<file path="src/rtl/hvsync_timing_core_if.sv">
// Purpose : raster timing bundle carrying the beam position and sync decodes.
// Signals : hsync, vsync  - active-high sync pulses
//           display_on    - beam inside the visible area
//           hpos, vpos    - current horizontal / vertical counters (10 bits)
// Modports: master drives the bundle (timing core), slave observes it.
interface hvsync_timing_core_if;

  logic       hsync;
  logic       vsync;
  logic       display_on;
  logic [9:0] hpos;
  logic [9:0] vpos;

  modport master (
    output hsync,
    output vsync,
    output display_on,
    output hpos,
    output vpos
  );

  modport slave (
    input hsync,
    input vsync,
    input display_on,
    input hpos,
    input vpos
  );

endinterface : hvsync_timing_core_if

</file>
<file path="src/rtl/hvsync_timing_core.sv">
// Purpose : VGA-style horizontal/vertical timing generator. Two registered
//           counters walk the raster; sync and visible-area flags are decoded
//           from the counter registers with zero latency.
// Ports   : clk    - pixel clock, all state updates on its rising edge
//           reset  - asynchronous active-low reset (0 = in reset)
//           vga    - master side of hvsync_timing_core_if
//                    (hsync, vsync, display_on, hpos, vpos)
// Totals above 1024 per axis are not supported; counters are 10 bits wide.
module hvsync_timing_core #(
  parameter int unsigned H_DISPLAY = 640,
  parameter int unsigned H_FRONT   = 16,
  parameter int unsigned H_SYNC    = 96,
  parameter int unsigned H_BACK    = 48,
  parameter int unsigned V_DISPLAY = 480,
  parameter int unsigned V_FRONT   = 10,
  parameter int unsigned V_SYNC    = 2,
  parameter int unsigned V_BACK    = 33
) (
  input  logic                 clk,
  input  logic                 reset,
  hvsync_timing_core_if.master vga
);

  localparam int unsigned CNT_W   = 10;
  localparam int unsigned H_TOTAL = H_DISPLAY + H_FRONT + H_SYNC + H_BACK;
  localparam int unsigned V_TOTAL = V_DISPLAY + V_FRONT + V_SYNC + V_BACK;

  // Decode boundaries, pre-sized to the counter width.
  localparam logic [CNT_W-1:0] H_LAST     = CNT_W'(H_TOTAL - 1);
  localparam logic [CNT_W-1:0] V_LAST     = CNT_W'(V_TOTAL - 1);
  localparam logic [CNT_W-1:0] H_VIS_END  = CNT_W'(H_DISPLAY);
  localparam logic [CNT_W-1:0] V_VIS_END  = CNT_W'(V_DISPLAY);
  localparam logic [CNT_W-1:0] HS_START   = CNT_W'(H_DISPLAY + H_FRONT);
  localparam logic [CNT_W-1:0] HS_END     = CNT_W'(H_DISPLAY + H_FRONT + H_SYNC);
  localparam logic [CNT_W-1:0] VS_START   = CNT_W'(V_DISPLAY + V_FRONT);
  localparam logic [CNT_W-1:0] VS_END     = CNT_W'(V_DISPLAY + V_FRONT + V_SYNC);

  logic [CNT_W-1:0] r_hpos;
  logic [CNT_W-1:0] r_vpos;
  logic [CNT_W-1:0] w_hpos_nxt;
  logic [CNT_W-1:0] w_vpos_nxt;
  logic             w_h_last;
  logic             w_v_last;
  logic             w_hsync;
  logic             w_vsync;
  logic             w_h_vis;
  logic             w_v_vis;

  // Next-position logic: hpos wraps at end of line, vpos steps only on that wrap.
  always_comb begin
    w_h_last   = (r_hpos == H_LAST);
    w_v_last   = (r_vpos == V_LAST);
    w_hpos_nxt = r_hpos + CNT_W'(1);
    w_vpos_nxt = r_vpos;
    if (w_h_last) begin
      w_hpos_nxt = '0;
      w_vpos_nxt = w_v_last ? '0 : (r_vpos + CNT_W'(1));
    end
  end

  // Position counters; async clear so a mid-frame reset drops syncs at once.
  always_ff @(posedge clk or negedge reset) begin
    if (!reset) begin
      r_hpos <= '0;
      r_vpos <= '0;
    end else begin
      r_hpos <= w_hpos_nxt;
      r_vpos <= w_vpos_nxt;
    end
  end

  // Zero-latency decodes from the counter registers.
  always_comb begin
    w_hsync = (r_hpos >= HS_START) && (r_hpos < HS_END);
    w_vsync = (r_vpos >= VS_START) && (r_vpos < VS_END);
    w_h_vis = (r_hpos < H_VIS_END);
    w_v_vis = (r_vpos < V_VIS_END);
  end

  // display_on is gated by reset because (0,0) is itself a visible position.
  assign vga.hsync      = w_hsync;
  assign vga.vsync      = w_vsync;
  assign vga.display_on = reset & w_h_vis & w_v_vis;
  assign vga.hpos       = r_hpos;
  assign vga.vpos       = r_vpos;

endmodule : hvsync_timing_core

</file>
<file path="src/flat_wrapper.sv">
// flat-port wrapper written by rule: the top's interface ports become plain ports
module hvsync_timing_core_flat 
#(
  parameter int unsigned H_DISPLAY = 640,
  parameter int unsigned H_FRONT   = 16,
  parameter int unsigned H_SYNC    = 96,
  parameter int unsigned H_BACK    = 48,
  parameter int unsigned V_DISPLAY = 480,
  parameter int unsigned V_FRONT   = 10,
  parameter int unsigned V_SYNC    = 2,
  parameter int unsigned V_BACK    = 33
)
  (clk, reset, vga_hsync, vga_vsync, vga_display_on, vga_hpos, vga_vpos);
  hvsync_timing_core_if vga_i ();
  input  logic clk;
  input  logic reset;
  output wire logic [$bits(vga_i.hsync)-1:0] vga_hsync;
  output wire logic [$bits(vga_i.vsync)-1:0] vga_vsync;
  output wire logic [$bits(vga_i.display_on)-1:0] vga_display_on;
  output wire logic [$bits(vga_i.hpos)-1:0] vga_hpos;
  output wire logic [$bits(vga_i.vpos)-1:0] vga_vpos;
  assign vga_hsync = vga_i.hsync;
  assign vga_vsync = vga_i.vsync;
  assign vga_display_on = vga_i.display_on;
  assign vga_hpos = vga_i.hpos;
  assign vga_vpos = vga_i.vpos;
  hvsync_timing_core #(.H_DISPLAY(H_DISPLAY), .H_FRONT(H_FRONT), .H_SYNC(H_SYNC), .H_BACK(H_BACK), .V_DISPLAY(V_DISPLAY), .V_FRONT(V_FRONT), .V_SYNC(V_SYNC), .V_BACK(V_BACK)) u_core (.clk(clk), .reset(reset), .vga(vga_i));
endmodule
</file>
<file path="config.mk">
export PLATFORM = sky130hd
export DESIGN_NAME = hvsync_timing_core_flat
export DESIGN_NICKNAME = d
export VERILOG_FILES = /design/src/rtl/hvsync_timing_core_if.sv /design/src/rtl/hvsync_timing_core.sv /design/src/flat_wrapper.sv
export SDC_FILE = /design/constraint.sdc
export NUM_CORES = 1
export LEC_CHECK = 0
export ABC_AREA = 1
export BUFFER_PORTS_ARGS = -buffer_cell sky130_fd_sc_hd__buf_2
export CAP_MARGIN = 20
export CORE_MARGIN = 2
export CORE_UTILIZATION = 40
export CTS_CLUSTER_SIZE = 10
export DETAILED_ROUTE_END_ITERATION = 8
export PLACE_DENSITY = 0.7
export SYNTH_ARGS = -nofsm -noshare
export SYNTH_HDL_FRONTEND = slang
export SYNTH_SLANG_ARGS = --single-unit
export TNS_END_PERCENT = 1
</file>
<file path="constraint.sdc">
create_clock -name clk -period 1.9 [get_ports clk]
set_input_delay 0.19 -clock clk [delete_from_list [all_inputs] [get_ports clk]]
set_output_delay 0.19 -clock clk [all_outputs]
set_load 0.01 [all_outputs]
</file>
==> results of run 1 <==
-- cell type report --
cell class / instances / area [um^2]
clock buffer: 4 / 36.3
fill: 278 / 1400
inverter: 21 / 78.8
multi-input combinational: 106 / 611
sequential: 20 / 500
tap: 31 / 38.8
timing repair buffer: 26 / 138
-- sequential cells by signal, summed over array words and instances, names as in the netlist --
name and flops:
u_core.vga.vpos 10, u_core.vga.hpos 10
-- per-stage QoR --
| step | instance area, um^2 | util [%] | setup WS, ns |
|---|---|---|---|
| after global placement | 1360 | 48.3 | 0.405 |
| after detailed placement | 1360 | 48.3 | 0.334 |
| final | 1400 | 50.0 | 0.305 |
| after global routing | 1400 | 50.0 | 0.156 |
| after floorplan | 1210 | - | 0.490 |
| after CTS | 1400 | 50.0 | 0.279 |
-- synthesized netlist by cell type --
cell type / count / area (um^2)
nand2_2: 3 / 18.8
nand3_1: 7 / 35.0
o21ai_1: 3 / 15.0
nor2_2: 1 / 6.26
buf_8: 1 / 15.0
nand4_1: 8 / 50.1
nor2_4: 2 / 22.5
nand3_4: 1 / 17.5
nor2_8: 1 / 20.0
buf_2: 1 / 5.00
o21bai_2: 1 / 11.3
nor3_1: 7 / 35.0
inv_2: 2 / 7.51
xor2_1: 4 / 35.0
dfrtp_1: 20 / 500
o21bai_1: 2 / 15.0
nor2_1: 15 / 56.3
nand2_1: 33 / 124
nor3b_1: 1 / 7.51
ha_1: 4 / 50.1
nand3_2: 2 / 20.0
nor4_1: 1 / 6.26
a21oi_1: 2 / 10.0
inv_1: 19 / 71.3
nor3_4: 1 / 16.3
xnor2_1: 1 / 8.76
o21ai_0: 6 / 30.0
-- report_power, final --
part	leakage (nW)	switching [mW]	internal, mW
Clock	0.0210	0.130	0.117
Combinational	0.468	0.0105	0.00490
Sequential	0.265	0	0.425
Total	0.754	0.141	0.547
-- worst register-to-register path: stages, from the launching register on --
cell and delay, ns:
dfrtp_1 0.42, ha_1 0.22, nand2_2 0.09, nor2_4 0.14, nand3_4 0.10, nor2_8 0.24
inv_2 0.12, nand2_1 0.08, o21ai_1 0.06
-- layer usage --
layer	GRT usage, %	wire (um)
met5	0	0
met4	6.82	30
met3	2.62	85
met2	27.0	1180
met1	20.9	1180
-- path summary, 6_finish.rpt --
check	startpoint	end	slack, ns	depth (start not counted)
hold / removal	reset	u_core.vga.hpos[4]	0.41	3
setup reg to reg	u_core.vga.hpos[0]	u_core.vga.vpos[6]	0.32	8
min in group clk	u_core.vga.hpos[0]	u_core.vga.hpos[0]	0.52	1
hold reg to reg	u_core.vga.hpos[0]	u_core.vga.hpos[0]	0.52	1
max in group asynchronous	reset	u_core.vga.vpos[9]	1.28	3
setup / recovery	u_core.vga.vpos[2]	vga_vsync	0.30	4
-- logic make-up (layout without fill, tap and decap cells) --
logic type / count (synthesis) / after routing
and+or+nand+nor: 83 / 83
buffers and inverters: 23 / 51
DFF: 20 / 20
AOI/OAI and AO/OA: 14 / 14
xor gates and xnor gates: 5 / 5
adders and majority gates: 4 / 4
-- repair_timing --
item / CTS / global route
hold buffers: 1 / 0
gates resized for setup: 0 / 0
hold endpoints to repair: 20 / 0
==> impl_metrics.json, run 1 <==
{
  "hold_class": "in -> async",
  "drv_slew": 0,
  "max_slew_margin_pct": 81.0,
  "cts_tree": "built",
  "grt_overflow": 0,
  "finalClockSkew_ns": 0.00537,
  "cp_top_family": "flip-flops",
  "syn_nets": 155,
  "p_leak_nw": 0.754,
  "clk_pin_slew_ns": 0.11,
  "critPathMaxStageDelay_ns": 0.49,
  "clock_latency_ns": 0.30,
  "synth_top_family_by_area": "simple AND/OR/NAND/NOR gates",
  "place_inst": 203,
  "cp_common_cell": "nor3_1",
  "synth_cell_types": 27,
  "total_power_uw": 688,
  "ys_seq_elements": 20,
  "vias": 1061,
  "worstPathArrival_ns": 1.41,
  "synth_compound_area_share_pct": 6.72,
  "stdcell_count": 208,
  "end_kind": "output pin",
  "syn_avg_cell_area_um2": 8.12,
  "htree_num_levels": 1,
  "antenna_cells": 0,
  "maxCapViolCount": 0,
  "mostFrequentLayoutCell": "nand2_1",
  "holdWs_ns": 0.405,
  "synth_simple_gate_area_share_pct": 36.0,
  "crit_path_cell_trace": "nor3_1, nand3_1, nor3_1, buf_2",
  "ir_worst_vdd_mv": 0.377,
  "rsz0062_at_grt": "false",
  "cp_max_fo": 8,
  "wl_um": 2470,
  "via_per_inst": 5.10,
  "synth_xor_xnor_area_share_pct": 3.62,
  "fin_crit_sh_pct": 84.0,
  "clock-root-buffer": "clkbuf_4",
  "cts_buffers": 3,
  "yosysWarnings": 0,
  "die_y_um": 59.0,
  "cts_buffer_depth": 2,
  "io_pins": 25,
  "setup.worst_path.start_class": "flip-flop",
  "core_area_um2": 2810,
  "critPathBufInv": 1,
  "io_buffers": 24,
  "grt_use_total_pct": 16.2,
  "setup_violations": 0,
  "crit_required_ns": 1.71,
  "antenna_found_initial": 0,
  "worstMarginPinSlew_ns": 0.284,
  "route.detailed.drc": 0,
  "fp-row-count": 19,
  "clkSinkCount": 20,
  "fin_crit_ns": 1.60,
  "syn_inst": 149,
  "mostFrequentLayoutCells": "nand2_1, buf_2, dfrtp_1",
  "pwr_density_cell_nw_per_um2": 491,
  "max_freq_mhz": 627,
  "grt_max_degree": 21,
  "slowest_stage": "dfrtp_1",
  "dr.first_iter.drc_count": 47,
  "synth_mux_area_share_pct": 0,
  "status": "completed",
  "syn_to_final_growth_pct": 15.9,
  "drtAntennaViolNets": 0,
  "synth_area_um2": 1210,
  "crit_type": "reg -> out",
  "fin_tns_setup_ns": 0,
  "grt_pass1_vias": 963,
  "nets": 184,
  "post_cts_buffers": 0,
  "synthAdderAreaFrac_pct": 4.14,
  "first_pass_iters": 5,
  "post-dp-hpwl_um": 1940,
  "start_util_pct": 43.1,
  "drive_above_1_share_pct": 24.3,
  "die_w_um": 59.0,
  "dieArea_um2": 3480,
  "post_drt_wl_per_cell_um": 11.9,
  "ys_seq_area_share_pct": 41.4,
  "grt_pass1_wl_um": 4260,
  "hold_viol_final": 0,
  "place.gp.congestion": 0.816
}
Power figures use the tool's default switching activity.
==> inputs of run 2 (changes only) <==
Settings changed: ABC_AREA 1 to 0, PLACE_DENSITY 0.7 to 0.74.
Clock period 1.9 ns to 1.4 ns, I/O delays scaled along.
==> run 2 against run 1 <==
The run now ends with negative setup slack left. Via count rose by 2.2%. Total power rose by 28%. Critical path depth fell by 1. Sequential cell count did not move. Largest cell class unchanged.
==> impl_metrics.json, run 2 <==
{
  "first_pass_iters": 4,
  "core_area_um2": 2500,
  "synth_common_cells": "dfrtp_1, nor2_1, inv_1, nand2_1, nand3_1",
  "netlist.area_leader.share_pct": 46.7,
  "cts_buffers": 3,
  "post_drt_wl_per_cell_um": 15.3,
  "clock_latency_ns": 0.30,
  "hold_viol_final": 0,
  "syn_avg_cell_area_um2": 9.93,
  "syn_nets": 114,
  "grt_use_total_pct": 20.3,
  "regArea_um2": 504,
  "synthTopCellsByArea": "dfrtp_1, ha_1, xnor2_1",
  "grt_pass1_wl_um": 4910,
  "hold_class": "in -> async",
  "synth_largest_area_cell": "dfrtp_1",
  "p_leak_nw": 0.833,
  "max_freq_mhz": 618,
  "postLayoutSetupSlackWorst_ns": -0.218,
  "antenna_cells": 0,
  "cp_max_fo": 2,
  "ys_async_sr_fraction_pct": 100,
  "drv_slew": 0,
  "cts_tree": "built",
  "status": "complete, but fails checks",
  "htree_num_levels": 1,
  "slowest_stage": "or4b_4",
  "ys_seq_area_share_pct": 46.7,
  "ir_worst_vdd_mv": 0.486,
  "fin_crit_sh_pct": 116,
  "n_fill_cell": 197,
  "synthFlopType": "dfrtp_1",
  "synth_cell_types": 31,
  "pre_cts_slack_ns": -0.312,
  "setup_violations": 14,
  "end_kind": "output pin",
  "synth_edf_count": 0,
  "setup.worst_path.start_class": "flip-flop",
  "critPathBufInv": 1,
  "max_slew_margin_pct": 70.0,
  "dieArea_um2": 3110,
  "die_y_um": 55.8,
  "clock-root-buffer": "clkbuf_4",
  "mostFrequentLayoutCell": "buf_4",
  "ys_seq_elements": 20,
  "drtAntennaViolNets": 0,
  "fin_util_pct": 62.9,
  "io_pins": 25,
  "worstMarginPinSlew_ns": 0.446,
  "mostFrequentLayoutCells": "buf_4, buf_2, dfrtp_1",
  "post-dp-hpwl_um": 2150,
  "crit_type": "reg -> out",
  "syn_inst": 108,
  "vias": 1084,
  "cts_buffer_depth": 2,
  "holdWs_ns": 0.340,
  "grt_overflow": 0,
  "via_per_inst": 5.53,
  "place.gp.congestion": 0.893,
  "multi_input_area_um2": 604,
  "clkSinkCount": 20,
  "critPathMaxStageDelay_ns": 0.53,
  "nets": 174,
  "grt_max_degree": 21,
  "wl_um": 3000,
  "fin_crit_ns": 1.62,
  "yosysMostFrequentCell": "dfrtp_1",
  "yosysWarnings": 0,
  "crit_path_cell_trace": "or4b_4, nor3_2, buf_2",
  "antenna_found_initial": 0,
  "die_w_um": 55.8,
  "crit_required_ns": 1.26,
  "maxCapViolCount": 0,
  "start_util_pct": 42.9,
  "grt_pass1_vias": 1054,
  "violations": "negative setup slack",
  "finalClockSkew_ns": 0.0124,
  "clk_pin_slew_ns": 0.12,
  "dr.first_iter.drc_count": 46,
  "cp_top_family": "simple AND/OR/NAND/NOR gates",
  "io_buffers": 24,
  "drive_above_1_share_pct": 45.8,
  "worstPathArrival_ns": 1.48,
  "synth_area_um2": 1070,
  "fp-row-count": 18,
  "route.detailed.drc": 0,
  "rsz0062_at_grt": "true",
  "syn_to_final_growth_pct": 46.7,
  "total_power_uw": 881,
  "pwr_density_cell_nw_per_um2": 560
}
-- run 2: worst reg2reg max path, delay by kind of cell (launching register included) --
| family | cells | cell delay [ns] |
|---|---|---|
| fa+ha+maj | 1 | 0.20 |
| simple gates | 3 | 0.62 |
| flops | 1 | 0.37 |
| mux | 1 | 0.33 |
-- run 2: cell type report --
| type | instances | share of cell area, % |
|---|---|---|
| Inverter | 7 | 1.67 |
| Multi-Input combinational cell | 80 | 38.4 |
| Tap cell | 30 | 2.39 |
| Clock buffer | 3 | 1.43 |
| Sequential cell | 20 | 32.1 |
| Timing Repair Buffer | 56 | 24.0 |
-- run 2: routing by layer --
layer  global-route usage, %  vias up  share of wire [%]
li1                        -      505                  -
met5                       0        -                  0
met4                    10.1        0                3.1
met2                    33.3       38                 51
met1                    26.3      533                 42
met3                    2.33        8                3.8
-- run 2: logic make-up (layout without fill, tap and decap cells) --
logic type	Yosys count	after routing	share of synthesized area, %
compound gates	15	15	8.52
xor+xnor	10	10	8.17
fa+ha+maj	4	4	4.67
buf+inv	8	66	3.15
flops	20	20	46.7
mux	2	2	1.98
simple gates	49	49	26.8
-- run 2: worst paths after layout --
check / from / endpoint / slack (ns) / cells after the start
max: u_core.vga.vpos[2] / vga_vsync / -0.22 / 3
min: reset / u_core.vga.hpos[9] / 0.34 / 3
max reg2reg: u_core.vga.hpos[1] / u_core.vga.vpos[4] / -0.21 / 5
min reg2reg: u_core.vga.hpos[0] / u_core.vga.hpos[0] / 0.58 / 2
max in group asynchronous: reset / u_core.vga.hpos[5] / 0.82 / 3
min in group clk: u_core.vga.hpos[0] / u_core.vga.hpos[0] / 0.58 / 2
-- run 2: where the power goes --
part           internal (mW)  leakage [nW]  switching, mW
registers              0.577         0.261              0
clock network          0.100        0.0138          0.183
logic                0.00648         0.558         0.0137
total                  0.684         0.833          0.197
-- run 2: repair_timing --
item	CTS	global route
setup buffers	1	0
hold endpoints to repair	20	0
hold buffers	1	0
pin swaps	10	4
endpoints found under the setup margin	17	19
gates resized for setup	18	5
-- run 2: through the flow --
stage          area, um^2  TNS [ns]  cells
6_report             1570     -2.08    196
5_1_grt              1570     -4.04    196
4_1_cts              1550     -2.10    196
3_5_place_dp         1450     -2.59    191
3_3_place_gp         1450     -1.64    191
2_1_floorplan        1070     -2.14    108
